**src/rtl/alu_arbiter_pkg.sv**
```systemverilog
// Shared definitions for alu_arbiter: ALU function codes, error codes,
// arbiter FSM states and the grant-lock record.
package alu_arbiter_pkg;

    typedef enum logic [3:0] {
        OP_NOCHANGE = 4'b0000,
        OP_ADD      = 4'b0001,
        OP_SUB      = 4'b0010,
        OP_LOAD     = 4'b0100,
        OP_NOT      = 4'b0101,
        OP_AND      = 4'b0110,
        OP_OR       = 4'b0111,
        OP_XOR      = 4'b1000,
        OP_SHL      = 4'b1001,
        OP_SHR      = 4'b1010
    } alu_op_e;

    localparam logic [1:0] ERR_NONE      = 2'b00;
    localparam logic [1:0] ERR_OVERFLOW  = 2'b01;
    localparam logic [1:0] ERR_UNDERFLOW = 2'b10;

    localparam int NUM_REQ = 2;

    typedef enum logic [1:0] {
        S_IDLE,
        S_ISSUE,
        S_WAIT,
        S_RESP
    } state_e;

    typedef struct packed {
        logic active;
        logic owner;
    } lock_t;

    // While a lock is held only its owner may be granted.
    function automatic logic [NUM_REQ-1:0] elig_mask(lock_t l);
        if (!l.active) return 2'b11;
        return l.owner ? 2'b10 : 2'b01;
    endfunction

endpackage

```
**src/rtl/alu_arbiter_rr_grant2.sv**
```systemverilog
// Two-way round-robin grant: among valid & eligible requesters, a tie goes to
// the one that was not served last.
module rr_grant2 (
    input  logic [1:0] valid,
    input  logic [1:0] elig,
    input  logic       last,
    output logic [1:0] grant,
    output logic       idx
);

    logic [1:0] cand;

    always_comb begin
        cand  = valid & elig;
        grant = 2'b00;
        idx   = 1'b0;
        if (cand == 2'b11) begin
            idx   = ~last;
            grant = last ? 2'b01 : 2'b10;
        end else if (cand[1]) begin
            idx   = 1'b1;
            grant = 2'b10;
        end else if (cand[0]) begin
            grant = 2'b01;
        end
    end

endmodule

```
**src/rtl/alu_arbiter.sv**
```systemverilog
// Two-requester arbiter in front of a shared accumulator ALU: accept, issue
// one cycle, capture the ALU result, hold the response until taken.
// ALU_ARBITER_LOCK_EN: a command with lock=1 reserves the ALU for its owner.
module alu_arbiter
    import alu_arbiter_pkg::*;
#(
    parameter int datalen  = 8,
    parameter int modelen  = 4,
    parameter int errorlen = 2
) (
    input  logic                clk,
    input  logic                reset,

    input  logic                req0_valid,
    output logic                req0_ready,
    input  logic [modelen-1:0]  req0_mode,
    input  logic [datalen-1:0]  req0_a,
    input  logic [datalen-1:0]  req0_b,
    input  logic                req0_clear,
    input  logic                req0_lock,

    input  logic                req1_valid,
    output logic                req1_ready,
    input  logic [modelen-1:0]  req1_mode,
    input  logic [datalen-1:0]  req1_a,
    input  logic [datalen-1:0]  req1_b,
    input  logic                req1_clear,
    input  logic                req1_lock,

    output logic                rsp0_valid,
    input  logic                rsp0_ready,
    output logic [datalen-1:0]  rsp0_result,
    output logic [errorlen-1:0] rsp0_error,

    output logic                rsp1_valid,
    input  logic                rsp1_ready,
    output logic [datalen-1:0]  rsp1_result,
    output logic [errorlen-1:0] rsp1_error,

    output logic [modelen-1:0]  alu_mode,
    output logic [datalen-1:0]  alu_inA,
    output logic [datalen-1:0]  alu_inB,
    output logic                alu_clear,
    input  logic [datalen-1:0]  alu_out,
    input  logic [errorlen-1:0] alu_error
);

    state_e state, nxt;

    logic [NUM_REQ-1:0]                vld, rdy, grant, elig, rsp_rdy, rsp_vld;
    logic                              gidx, last, owner, accept;
    logic [NUM_REQ-1:0][modelen-1:0]   req_mode;
    logic [NUM_REQ-1:0][datalen-1:0]   req_a, req_b;
    logic [NUM_REQ-1:0]                req_clear, req_lock;

    logic [modelen-1:0]                l_mode;
    logic [datalen-1:0]                l_a, l_b;
    logic                              l_clear, l_lock;
    logic [NUM_REQ-1:0][datalen-1:0]   rsp_res;
    logic [NUM_REQ-1:0][errorlen-1:0]  rsp_err;

    assign vld       = {req1_valid, req0_valid};
    assign rsp_rdy   = {rsp1_ready, rsp0_ready};
    assign req_mode  = {req1_mode, req0_mode};
    assign req_a     = {req1_a, req0_a};
    assign req_b     = {req1_b, req0_b};
    assign req_clear = {req1_clear, req0_clear};
    assign req_lock  = {req1_lock, req0_lock};

`ifdef ALU_ARBITER_LOCK_EN
    lock_t lock;

    // The lock follows the flag of each completed command, so the owner
    // releases it simply by finishing a command with lock=0.
    always_ff @(posedge clk or posedge reset) begin
        if (reset)
            lock <= '0;
        else if (state == S_RESP && rsp_rdy[owner])
            lock <= '{active: l_lock, owner: owner};
    end

    assign elig = elig_mask(lock);
`else
    logic unused_lock;
    assign unused_lock = l_lock;
    assign elig        = 2'b11;
`endif

    rr_grant2 u_grant (
        .valid (vld),
        .elig  (elig),
        .last  (last),
        .grant (grant),
        .idx   (gidx)
    );

    assign accept = (state == S_IDLE) && !reset && |grant;

    always_ff @(posedge clk or posedge reset) begin
        if (reset) state <= S_IDLE;
        else       state <= nxt;
    end

    always_comb begin
        nxt = state;
        unique case (state)
            S_IDLE:  if (accept) nxt = S_ISSUE;
            S_ISSUE: nxt = S_WAIT;
            S_WAIT:  nxt = S_RESP;
            S_RESP:  if (rsp_rdy[owner]) nxt = S_IDLE;
            default: nxt = S_IDLE;
        endcase
    end

    always_comb begin
        // Ready only for the requester that would win, so a handshake never drops a command.
        rdy       = (state == S_IDLE && !reset) ? grant : 2'b00;
        rsp_vld   = 2'b00;
        alu_mode  = '0;
        alu_inA   = '0;
        alu_inB   = '0;
        alu_clear = 1'b0;
        if (state == S_RESP) rsp_vld[owner] = 1'b1;
        if (state == S_ISSUE) begin
            alu_mode  = l_mode;
            alu_inA   = l_a;
            alu_inB   = l_b;
            alu_clear = l_clear;
        end
    end

    always_ff @(posedge clk or posedge reset) begin
        if (reset) begin
            last    <= 1'b1;
            owner   <= 1'b0;
            l_mode  <= '0;
            l_a     <= '0;
            l_b     <= '0;
            l_clear <= 1'b0;
            l_lock  <= 1'b0;
            rsp_res <= '0;
            rsp_err <= '0;
        end else begin
            if (accept) begin
                owner   <= gidx;
                last    <= gidx;
                l_mode  <= req_mode[gidx];
                l_a     <= req_a[gidx];
                l_b     <= req_b[gidx];
                l_clear <= req_clear[gidx];
                l_lock  <= req_lock[gidx];
            end
            if (state == S_WAIT) begin
                rsp_res[owner] <= alu_out;
                rsp_err[owner] <= alu_error;
            end
        end
    end

    assign req0_ready  = rdy[0];
    assign req1_ready  = rdy[1];
    assign rsp0_valid  = rsp_vld[0];
    assign rsp1_valid  = rsp_vld[1];
    assign rsp0_result = rsp_res[0];
    assign rsp1_result = rsp_res[1];
    assign rsp0_error  = rsp_err[0];
    assign rsp1_error  = rsp_err[1];

endmodule

```
**config.mk**
```make
export PLATFORM = sky130hd
export DESIGN_NAME = alu_arbiter
export DESIGN_NICKNAME = d
export VERILOG_FILES = /design/src/rtl/alu_arbiter_pkg.sv /design/src/rtl/alu_arbiter_rr_grant2.sv /design/src/rtl/alu_arbiter.sv
export SDC_FILE = /design/constraint.sdc
export NUM_CORES = 1
export LEC_CHECK = 0
export CORE_ASPECT_RATIO = 0.8
export CORE_UTILIZATION = 36
export CTS_BUF_LIST = sky130_fd_sc_hd__clkbuf_8
export CTS_CLUSTER_DIAMETER = 40
export DETAILED_ROUTE_END_ITERATION = 10
export HOLD_SLACK_MARGIN = 0.03
export PLACE_DENSITY = 0.81
export SYNTH_ARGS = -nofsm -noshare
export SYNTH_HDL_FRONTEND = slang
export SYNTH_SLANG_ARGS = --single-unit
```
**constraint.sdc**
```tcl
create_clock -name clk -period 1.65 [get_ports clk]
set_input_delay 0.2475 -clock clk [delete_from_list [all_inputs] [get_ports clk]]
set_output_delay 0.2475 -clock clk [all_outputs]
set_load 0.03 [all_outputs]
```
* After elaboration in Yosys (flattened, before gate mapping)
Cells that the tools add are included.
Storage, ports and cells: bits in registers 45, bits of input ports 60, output and inout bits 45, logic and storage cells 61
Cells by class: magnitude comparators 3, eq/ne operators 6, muxes and demuxes 33, bitwise logic cells 1, reduce and logical (&&, ||, !) cells 7
Operators by type and width (number):
- $mux 8 | 7
- $bwmux 16 | 1
- $mux 2 | 8
- $mux 4 | 3
- $mux 1 | 9
- $demux 8 s1 | 1
- $pmux 2 s4 | 1
- $eq 2x2->1 const B | 3
- $bwmux 4 | 1
- $lt 1x2->1 const B | 2
- $ne 2x2->1 const B | 2
- $logic_and 1x1->1 | 3
- $demux 2 s1 | 1
- $eq 2x1->1 const B | 1
- $logic_not 2->1 | 1
- $reduce_and 2->1 | 1
- $reduce_or 2->1 | 1
- $demux 1 s1 | 1
- $ge 1x1->1 const B | 1
- $logic_not 1->1 | 1
- $not 1->1 | 1

* Longest topological paths before layout
Gate-level depths: netlist of the first run.
word-level depth 7, mapped depth 8, gate-level depth less buffers 6

* Modules after synthesis
From an unflattened synthesis of the first run, not the netlist that was laid out.
Second synthesis, totals: cells, all modules 192, area total of the unflattened synthesis 2159.6 µm²
By module, submodules not included:
- alu_arbiter | times used 1, cells each 188, area an instance 2132.0 µm², sequential area each 1127.3 µm²
- rr_grant2 | times used 1, cells each 4, area an instance 27.5 µm², sequential area each 0.0 µm²

* Least setup slack after synthesis of the first run
No wires, ideal clock.
path kind reg2reg, start point register state[0], end point register state[1], setup time 0.125 ns, data arrival time 1.414 ns, data required time 1.525 ns, path slack 0.111 ns, stages on the path, launching flop included 8, path buffers 1, clock period less this slack 1.539 ns, cells stage by stage dfrtp_1 inv_1 ha_1 nor2b_4 o21a_1 buf_6 o21ai_2 mux2_4
On the way: cells in the longest elaborated chain, start to end 5, elaborated cells on any way between the ends 10, classes of those cells 5 x eq/ne; 1 x mux; 4 x reduce/logical
Ends and longest elaborated chain:
- start, declared | line alu_arbiter.sv:48 | state_e state, nxt;
- start signal, assigned | line alu_arbiter.sv:101 | else state <= nxt;
- $logic_not 2->1 | line alu_arbiter.sv:97, alu_arbiter.sv:106
- $logic_and 1x1->1 (2 in series) | line alu_arbiter.sv:97 | assign accept = (state == S_IDLE) && !reset && |grant;
- $ne 2x2->1 (no line)
- $reduce_and 2->1 (no line)
Parallel ways exist; a longest one is shown, timed or not. A chain may end at the register's enable or synchronous reset.

* Worst setup path after layout of the first run
start point register state[1], end point output req0_ready
On the way: cells in the longest elaborated chain, start to end 3
Ends and longest elaborated chain:
- $logic_not 2->1 | line alu_arbiter.sv:117 | rdy = (state == S_IDLE && !reset) ? grant : 2'b00;
- $logic_and 1x1->1 | line alu_arbiter.sv:117
- $mux 2 | line alu_arbiter.sv:117
- end, declared | line alu_arbiter.sv:15 | output logic req0_ready,
Every way passes these cells.

==> qor.txt, run 1 <==
Crit-path slowest cell -> dfrtp_1
Initial core utilization -> 0.386
CP bufs+invs -> 2
Synth Net Count -> 251
Drt total wl -> 4960 µm
Crit Path Max Fanout -> 4
Synthesized flop and latch total -> 45
Psw -> 2.69 mW
DRC -> 0
Lkg Pwr -> 1.53 nW
Post-DP HPWL -> 3640 µm
Slew margin rel. -> 0.780
Storage cell area -> 0.00113 mm²
FF-to-FF setup slack -> 0.09 ns
Chip Width -> 88.7 µm
Clock Latency Late Sink -> 0.30 ns
Warnings, synthesis -> 0
Critical-path cell list -> inv_2 > ha_4 > nor2b_4 > and3_4 > buf_6
Most frequent cells in the layout -> 76 x clkdlybuf4s50_1, 44 x dfrtp_1, 22 x mux2i_1, 22 x nor2_1
Final GP Congestion -> 0.744
Top delay family on crit path -> flip-flops
Layout Cells excl Fill -> 377
# fillers -> 474
PnR worst setup slack -> -0.0574 ns
CP required -> 1.40 ns
First-pass GRT wire length -> 8080 µm
Multi-input gate area -> 998 µm²
Post-place instance area -> 0.00326 mm²
Fin crit share -> 1.03
Hold Buf Count CTS -> 0
Mean post-synth cell area -> 11.6 µm²
CP Capture Type -> output port
Clock power frac -> 0.108
Min Hold Slack -> 0.457 ns
Initial drt markers -> 70
Number of global-route vias before repair -> 1757
Post-layout util -> 0.623
Post-Place Cells -> 364
Most common cell after layout, fill and taps aside -> clkdlybuf4s50_1
Failing checks -> setup timing
Post-Syn Area -> 0.00217 mm²
Outcome -> finished, violations left
Clock transition at path regs -> 0.10 ns
Final count of negative-setup-slack endpoints -> 17
Fmax -> 586 MHz
Clock Sinks -> 45
Fin Setup TNS -> -0.223 ns
DR vias -> 1680
Switching part of the total -> 0.410
Max_cap viols -> 0
I/O pin count -> 105
HP Class -> in2async
Setup Slack @ Placement -> -0.0354 ns
Comb pwr share -> 0.593
Die ar. -> 0.00633 mm²
Internal Power -> 3.87 mW
Tot GR Track Use -> 0.168
Initial antenna violation count -> 0
Worst Max-Slew Pin Slew -> 0.329 ns
Core outline area -> 0.00562 mm²
Final hold vios -> 0
Largest net degree at the start of global routing -> 43
Post-layout total power -> 6.55 mW
Chip height -> 71.4 µm
Seq/Total Area, Yosys -> 0.521
Worst VDD drop -> 0.893 mV
DRT Pass-1 Iters -> 3
Largest stage delay on the critical path -> 0.43 ns
Kind of critical path -> reg2out
Share of layout cells above drive strength 1 -> 0.268
Cells after Synth -> 187
Post-layout net count -> 362
WL/cell -> 13.2 µm
Worst setup SP type -> flop
Row cnt -> 24
Cell area after layout -> 0.00350 mm²
Clk root buf -> clkbuf_8
H-tree depth -> 2
Total gr overflow -> 0
PD cells -> 1870 mW/mm²
CTS tree -> built
RSZ-0062 raised after global routing -> yes
Max Slew Vio Count -> 0
IO Port Bufs -> 102
ANT cells -> 0
Arrival @ worst endpoint -> 1.46 ns
Area Growth Syn to Fin -> 61.6%
Antenna Nets Post-Route -> 0
Sequential share of power -> 0.299
Total CTS buffers -> 5
Post-synth cell types -> 26
Min Tclk post-route -> 1.71 ns
Clock skew -> 0.00991 ns
CTS max path bufs -> 2
Via-per-instance ratio -> 4.46
## logic make-up (layout without fill, tap and decap cells)
| family | Yosys count | count (layout) | share of synthesized area |
|---|---|---|---|
| simple gates | 54 | 54 | 0.129 |
| flops | 45 | 45 | 0.521 |
| mux | 43 | 43 | 0.213 |
| compound gates | 27 | 27 | 0.0751 |
| buf+inv | 14 | 126 | 0.0393 |
| fa+ha+maj | 4 | 4 | 0.0231 |
## synth_stat cells
cell	instances	share of area
dfrtp_1	44	0.51
and2_1	23	0.066
mux2i_1	22	0.10
nor2_1	22	0.038
a21oi_1	21	0.049
mux2_2	20	0.10
inv_1	5	0.0087
ha_1	4	0.023
nand2_1	4	0.0069
buf_6	3	0.016
buf_2	2	0.0046
buf_4	2	0.0069
clkbuf_1	2	0.0035
a21boi_4	1	0.0087
a22oi_1	1	0.0035
and3_1	1	0.0029
dfstp_2	1	0.012
mux2_4	1	0.0069
nand2_2	1	0.0029
nand2b_1	1	0.0029
nor2b_1	1	0.0029
nor2b_4	1	0.0064
o21a_1	1	0.0035
o21ai_2	1	0.0040
o21bai_1	1	0.0035
o31ai_1	1	0.0035
## state kept, by name, indices dropped and copies added (netlist names)
name,cells
l_a,8
l_b,8
l_clear,1
l_mode,4
last,1
owner,1
rsp0_error,2
rsp0_result,8
rsp1_error,2
rsp1_result,8
state,2
## worst reg2reg max path: stages (launching register included)
cell and delay, ns:
dfrtp_1 0.43, inv_2 0.11, ha_4 0.14, nor2b_4 0.16, o21a_1 0.22, o21ai_2 0.09
mux2_4 0.30
## area by class of cell
type | count | area share
clock buffer | 5 | 0.0197
clock inverter | 3 | 0.00715
inverter | 5 | 0.00536
multi-input combinational | 128 | 0.285
sequential | 45 | 0.322
tap | 78 | 0.0279
timing repair buffer | 113 | 0.332
## power by group through the flow
| stage | clock network, mW | logic (mW) | registers (mW) |
|---|---|---|---|
| after floorplan | 0 | 1.79 | 2.44 |
| after global placement | 0 | 3.57 | 1.95 |
| after detailed placement | 0 | 3.62 | 1.98 |
| after CTS | 0.740 | 3.90 | 1.96 |
| after global routing | 0.792 | 4.16 | 2.04 |
| final | 0.709 | 3.88 | 1.96 |
## final timing paths
check,start,endpoint,cells past startpoint
worst min register to register,last,last,2
min in group clk,last,last,2
worst max register to register,state[1],state[1],6
worst min-delay path,reset,state[0],4
worst max-delay path,state[1],req0_ready,5
max in group asynchronous,reset,l_a[2],4
## metal layers
| layer | routed length (µm) | global-route usage | part of all wire | vias up |
|---|---|---|---|---|
| met3 | 252 | 0.0369 | 0.051 | 2 |
| met1 | 2100 | 0.206 | 0.42 | 776 |
| li1 | - | - | - | 855 |
| met2 | 2600 | 0.303 | 0.52 | 47 |
| met5 | 0 | 0 | 0 | - |
| met4 | 13 | 0.0323 | 0.0026 | 0 |
## repair_timing
item                                    4_1_cts  5_1_grt
gates resized for setup                      34        9
buffers inserted                              5        0
endpoints found under the setup margin       26       44
pin swaps                                     2        0
Power figures use the tool's default switching activity.
==> run 2, diff against run 1 <==
ABC_AREA = 1   (was unset)
CORE_UTILIZATION = 30   (was 36)
PLACE_DENSITY = 0.7   (was 0.81)
==> qor.txt, run 2 <==
Worst VDD drop -> 0.839 mV
Area Growth Syn to Fin -> 58.8%
Synth top cells by count -> 138 x nand2_1, 64 x inv_1, 44 x dfrtp_1
Total gr overflow -> 0
Kind of critical path -> reg2out
Number of global-route vias before repair -> 2146
Post-Syn Area -> 0.00231 mm²
Max_cap viols -> 0
Cell with the most instances after synthesis -> nand2_1
Worst Max-Slew Pin Slew -> 0.351 ns
Row cnt -> 28
Clock Sinks -> 45
Arrival @ worst endpoint -> 1.46 ns
Lkg Pwr -> 2.01 nW
DRC -> 0
I/O pin count -> 105
Synth area leaders -> dfrtp_1 48%, nand2_1 22%, inv_1 10%
Number of synthesized flops with an enable pin -> 0
First-pass GRT wire length -> 9290 µm
Final hold vios -> 0
PD cells -> 1690 mW/mm²
Synth Net Count -> 383
Hold Buf Count CTS -> 0
Largest net degree at the start of global routing -> 46
Most common cell after layout, fill and taps aside -> nand2_1
Final count of negative-setup-slack endpoints -> 23
Synthesized flop and latch total -> 45
Min Hold Slack -> 0.408 ns
Clk root buf -> clkbuf_8
Post-layout util -> 0.495
Commonest register cell after synthesis -> dfrtp_1
RSZ-0062 raised after global routing -> yes
Min Tclk post-route -> 1.70 ns
Tot GR Track Use -> 0.145
Clock skew -> 0.00545 ns
WL/cell -> 10.6 µm
Initial antenna violation count -> 0
HP Class -> in2async
Initial drt markers -> 47
Fin crit share -> 1.03
Slew margin rel. -> 0.766
Fmax -> 587 MHz
CTS max path bufs -> 2
Worst setup SP type -> flop
Synth Area in Compound Gates -> 0.100
Storage cell area -> 0.00113 mm²
GRT met2 Usage -> 0.258
Worst R2R Start -> state[0]
CP Capture Type -> output port
GRT busiest layer -> met2
Mean post-synth cell area -> 7.26 µm²
Share of layout cells above drive strength 1 -> 0.153
CP required -> 1.40 ns
Outcome -> finished, violations left
Area leader, netlist -> dfrtp_1
Mux contribution to synthesized area -> 0
Seq/Total Area, Yosys -> 0.487
Simple-gate share of the synthesized area -> 0.244
Initial core utilization -> 0.312
R2R depth -> 10
Async S/R FF share, synth -> 1.00
Multi-input gate area -> 875 µm²
DRT Pass-1 Iters -> 4
PnR worst setup slack -> -0.0532 ns
CTS tree -> built
Post-layout net count -> 494
Area share of the largest cell type after synthesis -> 0.476
Core outline area -> 0.00743 mm²
Main combinational cell family by area after synthesis -> simple AND/OR/NAND/NOR gates
Grt met3 use -> 0.0357
Via-per-instance ratio -> 4.09
Antenna Nets Post-Route -> 0
Most frequent cells in the layout -> 137 x nand2_1, 77 x clkdlybuf4s50_1, 57 x inv_1
Post-synth cell types -> 18
Clock Latency Late Sink -> 0.29 ns
Failing checks -> setup timing
Warnings, synthesis -> 0
FF-to-FF setup slack -> 0.08 ns
IO Port Bufs -> 102
ANT cells -> 0
M1 GR Usage -> 0.176
Chip height -> 80.6 µm
Cells after Synth -> 319
Clock transition at path regs -> 0.09 ns
Post-DP HPWL -> 3920 µm
XOR/XNOR Fraction of Synth Area -> 0
Drt total wl -> 5660 µm
DR vias -> 2194
# fillers -> 746
H-tree depth -> 2
RR Endpoint -> l_b[2]
Max Slew Vio Count -> 0
Adder-cell share of the synthesized area -> 0.0216
Final GP Congestion -> 0.714
Total CTS buffers -> 5
Crit Path Max Fanout -> 3
Chip Width -> 100 µm
Die ar. -> 0.00807 mm²
run 2: cell count changes after synthesis, sizes merged, moves of 21 or more:
cell,change
and2,-23
mux2i,-22
o21ai,+42
mux2,-21
inv,+60
nand2,+134
run 2: timing repair:
action | in CTS | in global routing
gates resized for setup | 33 | 2
setup buffers | 6 | 3
endpoints found under the setup margin | 25 | 24
pin swaps | 3 | 2
run 2: critical path: stages, from the launching register on:
cell and delay (ns):
dfrtp_1 0.40, buf_6 0.13, inv_4 0.05, ha_4 0.13, inv_2 0.04, nor2_4 0.12, nand3_2 0.09, inv_2 0.08
buf_6 0.12
run 2: worst max-delay path by stage:
stage	start	endpoint	slack [ns]	depth (start not counted)
2_1_floorplan	state[1]	alu_clear	0.23	5
3_3_place_gp	state[1]	rsp0_valid	0.04	4
3_5_place_dp	state[1]	rsp0_valid	-0.005	4
4_1_cts	state[0]	req0_ready	-0.07	8
5_1_grt	state[0]	req0_ready	-0.15	8
6_report	state[0]	req0_ready	-0.05	8
run 2: area by class of cell:
type / instances / area share
clock buffer: 5 / 0.0187
multi-input combinational: 195 / 0.238
clock inverter: 3 / 0.0126
timing repair buffer: 118 / 0.321
tap: 105 / 0.0357
sequential: 45 / 0.307
inverter: 65 / 0.0671
run 2: power by group:
| part | switching [mW] | internal (mW) |
|---|---|---|
| combinational | 1.98 | 1.47 |
| sequential | 0.296 | 1.64 |
| clock | 0.385 | 0.453 |
| total | 2.66 | 3.56 |
run 2: kinds of logic after synthesis:
kind of cell             Yosys count
adder cells (fa/ha/maj)            4
AND/OR/NAND/NOR                  147
buffers and inverters             79
flip-flops                        45
AO/OA/AOI/OAI                     44
run 2: layer usage:
layer / share of wire / up-vias
met5: 0 / -
met4: 0.0078 / 0
met3: 0.053 / 7
met2: 0.47 / 57
met1: 0.47 / 973
li1: - / 1157
run 2: per-stage QoR:
stage                     area [µm²]  std cells  power [mW]  worst slack, ns  setup TNS, ns
final                           3680        536        6.23          -0.0532         -0.774
after global routing            3680        536        6.68           -0.152          -3.64
after CTS                       3660        533        6.27          -0.0736          -1.12
after detailed placement        3430        519        5.20         -0.00488       -0.00488
after global placement          3430        519        5.13           0.0365              0
after floorplan                 2310        319        3.91            0.230              0
==> edit, RTL diff (settings of run 1) <==
Set the parameter `datalen` to 12 (it was 8).
--- a/src/rtl/alu_arbiter.sv
+++ b/src/rtl/alu_arbiter.sv
@@ -4,7 +4,7 @@
 module alu_arbiter
     import alu_arbiter_pkg::*;
 #(
-    parameter int datalen  = 8,
+    parameter int datalen  = 12,
     parameter int modelen  = 4,
     parameter int errorlen = 2
 ) (
Interface: changed (9 resized); port bits go from 105 to 141. No check against the original RTL was run, so the function may have changed too.
==> edit against run 1 <==
  * First-iteration DRC count decreased by 36%
  * Sequential power increased by 35%
  * Largest cell class unchanged
  * Non-clock buffer count increased by 54
  * Sequential cell count increased by 16
  * Worst hold slack got worse by 0.023 ns
  * Total power increased by 47%
  * Setup slack got worse by 0.041 ns
  * The run still ends with negative setup slack left
  * Sequential share of layout area decreased by 1.8 points
  * Design area increased by 43%
  * Area after synthesis increased by 35%
  * Wire length increased by 66%
  * Critical path depth unchanged
  * Critical endpoint is now alu_inB[2]
==> edit: results <==
set metrics [dict create \
    multi_input_area_share_pct 26.3 \
    seq_share_pct 30.4 \
    clock_area_share_pct 3.59 \
    netlist_instances 248 \
    crit_fanout 9 \
    drive_above_1_share_pct 32.5 \
    multi_input_gates 168 \
    clk_latency_ns 0.33 \
    viasPerCell 4.70 \
    vias 2449 \
    ys_seq_area_share_pct 52.3 \
    fin_ws_ns -0.0988 \
    place_congestion 0.722 \
    power_leakage_nw 2.32 \
    slew_headroom_pct 74.7 \
    postCtsSetupRepairBufs 2 \
    cts_resized 74 \
    synth_common_cells "dfrtp_1, and2_1, mux2i_1, nor2_1, mux2_2" \
    num-nonclk-buffers 167 \
    violations "negative setup slack" \
    nFillCells 612 \
    cts.sinks 61 \
    avgRoutedWirePerCell_um 15.9 \
    p_seq_w 0.00265 \
    power_w 0.00960 \
    outcome "finished with violations" \
    setup_viol 33 \
    nets 496 \
]
-- edit: final timing paths --
check                                              to  cells past startpoint
max reg2reg                      state[1]$_DFFE_PP0P_                      7
min in group clk           rsp0_result[8]$_DFFE_PP0P_                      1
min                                 owner$_DFFE_PP0P_                      3
max in group asynchronous  rsp1_result[1]$_DFFE_PP0P_                      4
max                                        alu_inB[2]                      5
min reg2reg                rsp0_result[8]$_DFFE_PP0P_                      1
-- edit: cell families after synthesis --
family,Yosys count
multiplexers,59
buffers and inverters,19
AO/OA/AOI/OAI,35
AND/OR/NAND/NOR,70
flip-flops,61
adder cells (fa/ha/maj),4
-- edit: worst min-delay path: stages --
cell and delay [ns]:
clkdlybuf4s50_1 0.47, buf_4 0.17, clkinvlp_4 0.27
-- edit: layer usage --
metal  vias up  GRT usage [%]  wire (um)
li1       1173              -          -
met1      1169           21.4       3260
met2        99           33.5       4170
met3         8           7.83        761
met4         0           5.57         69
met5         -              0          0
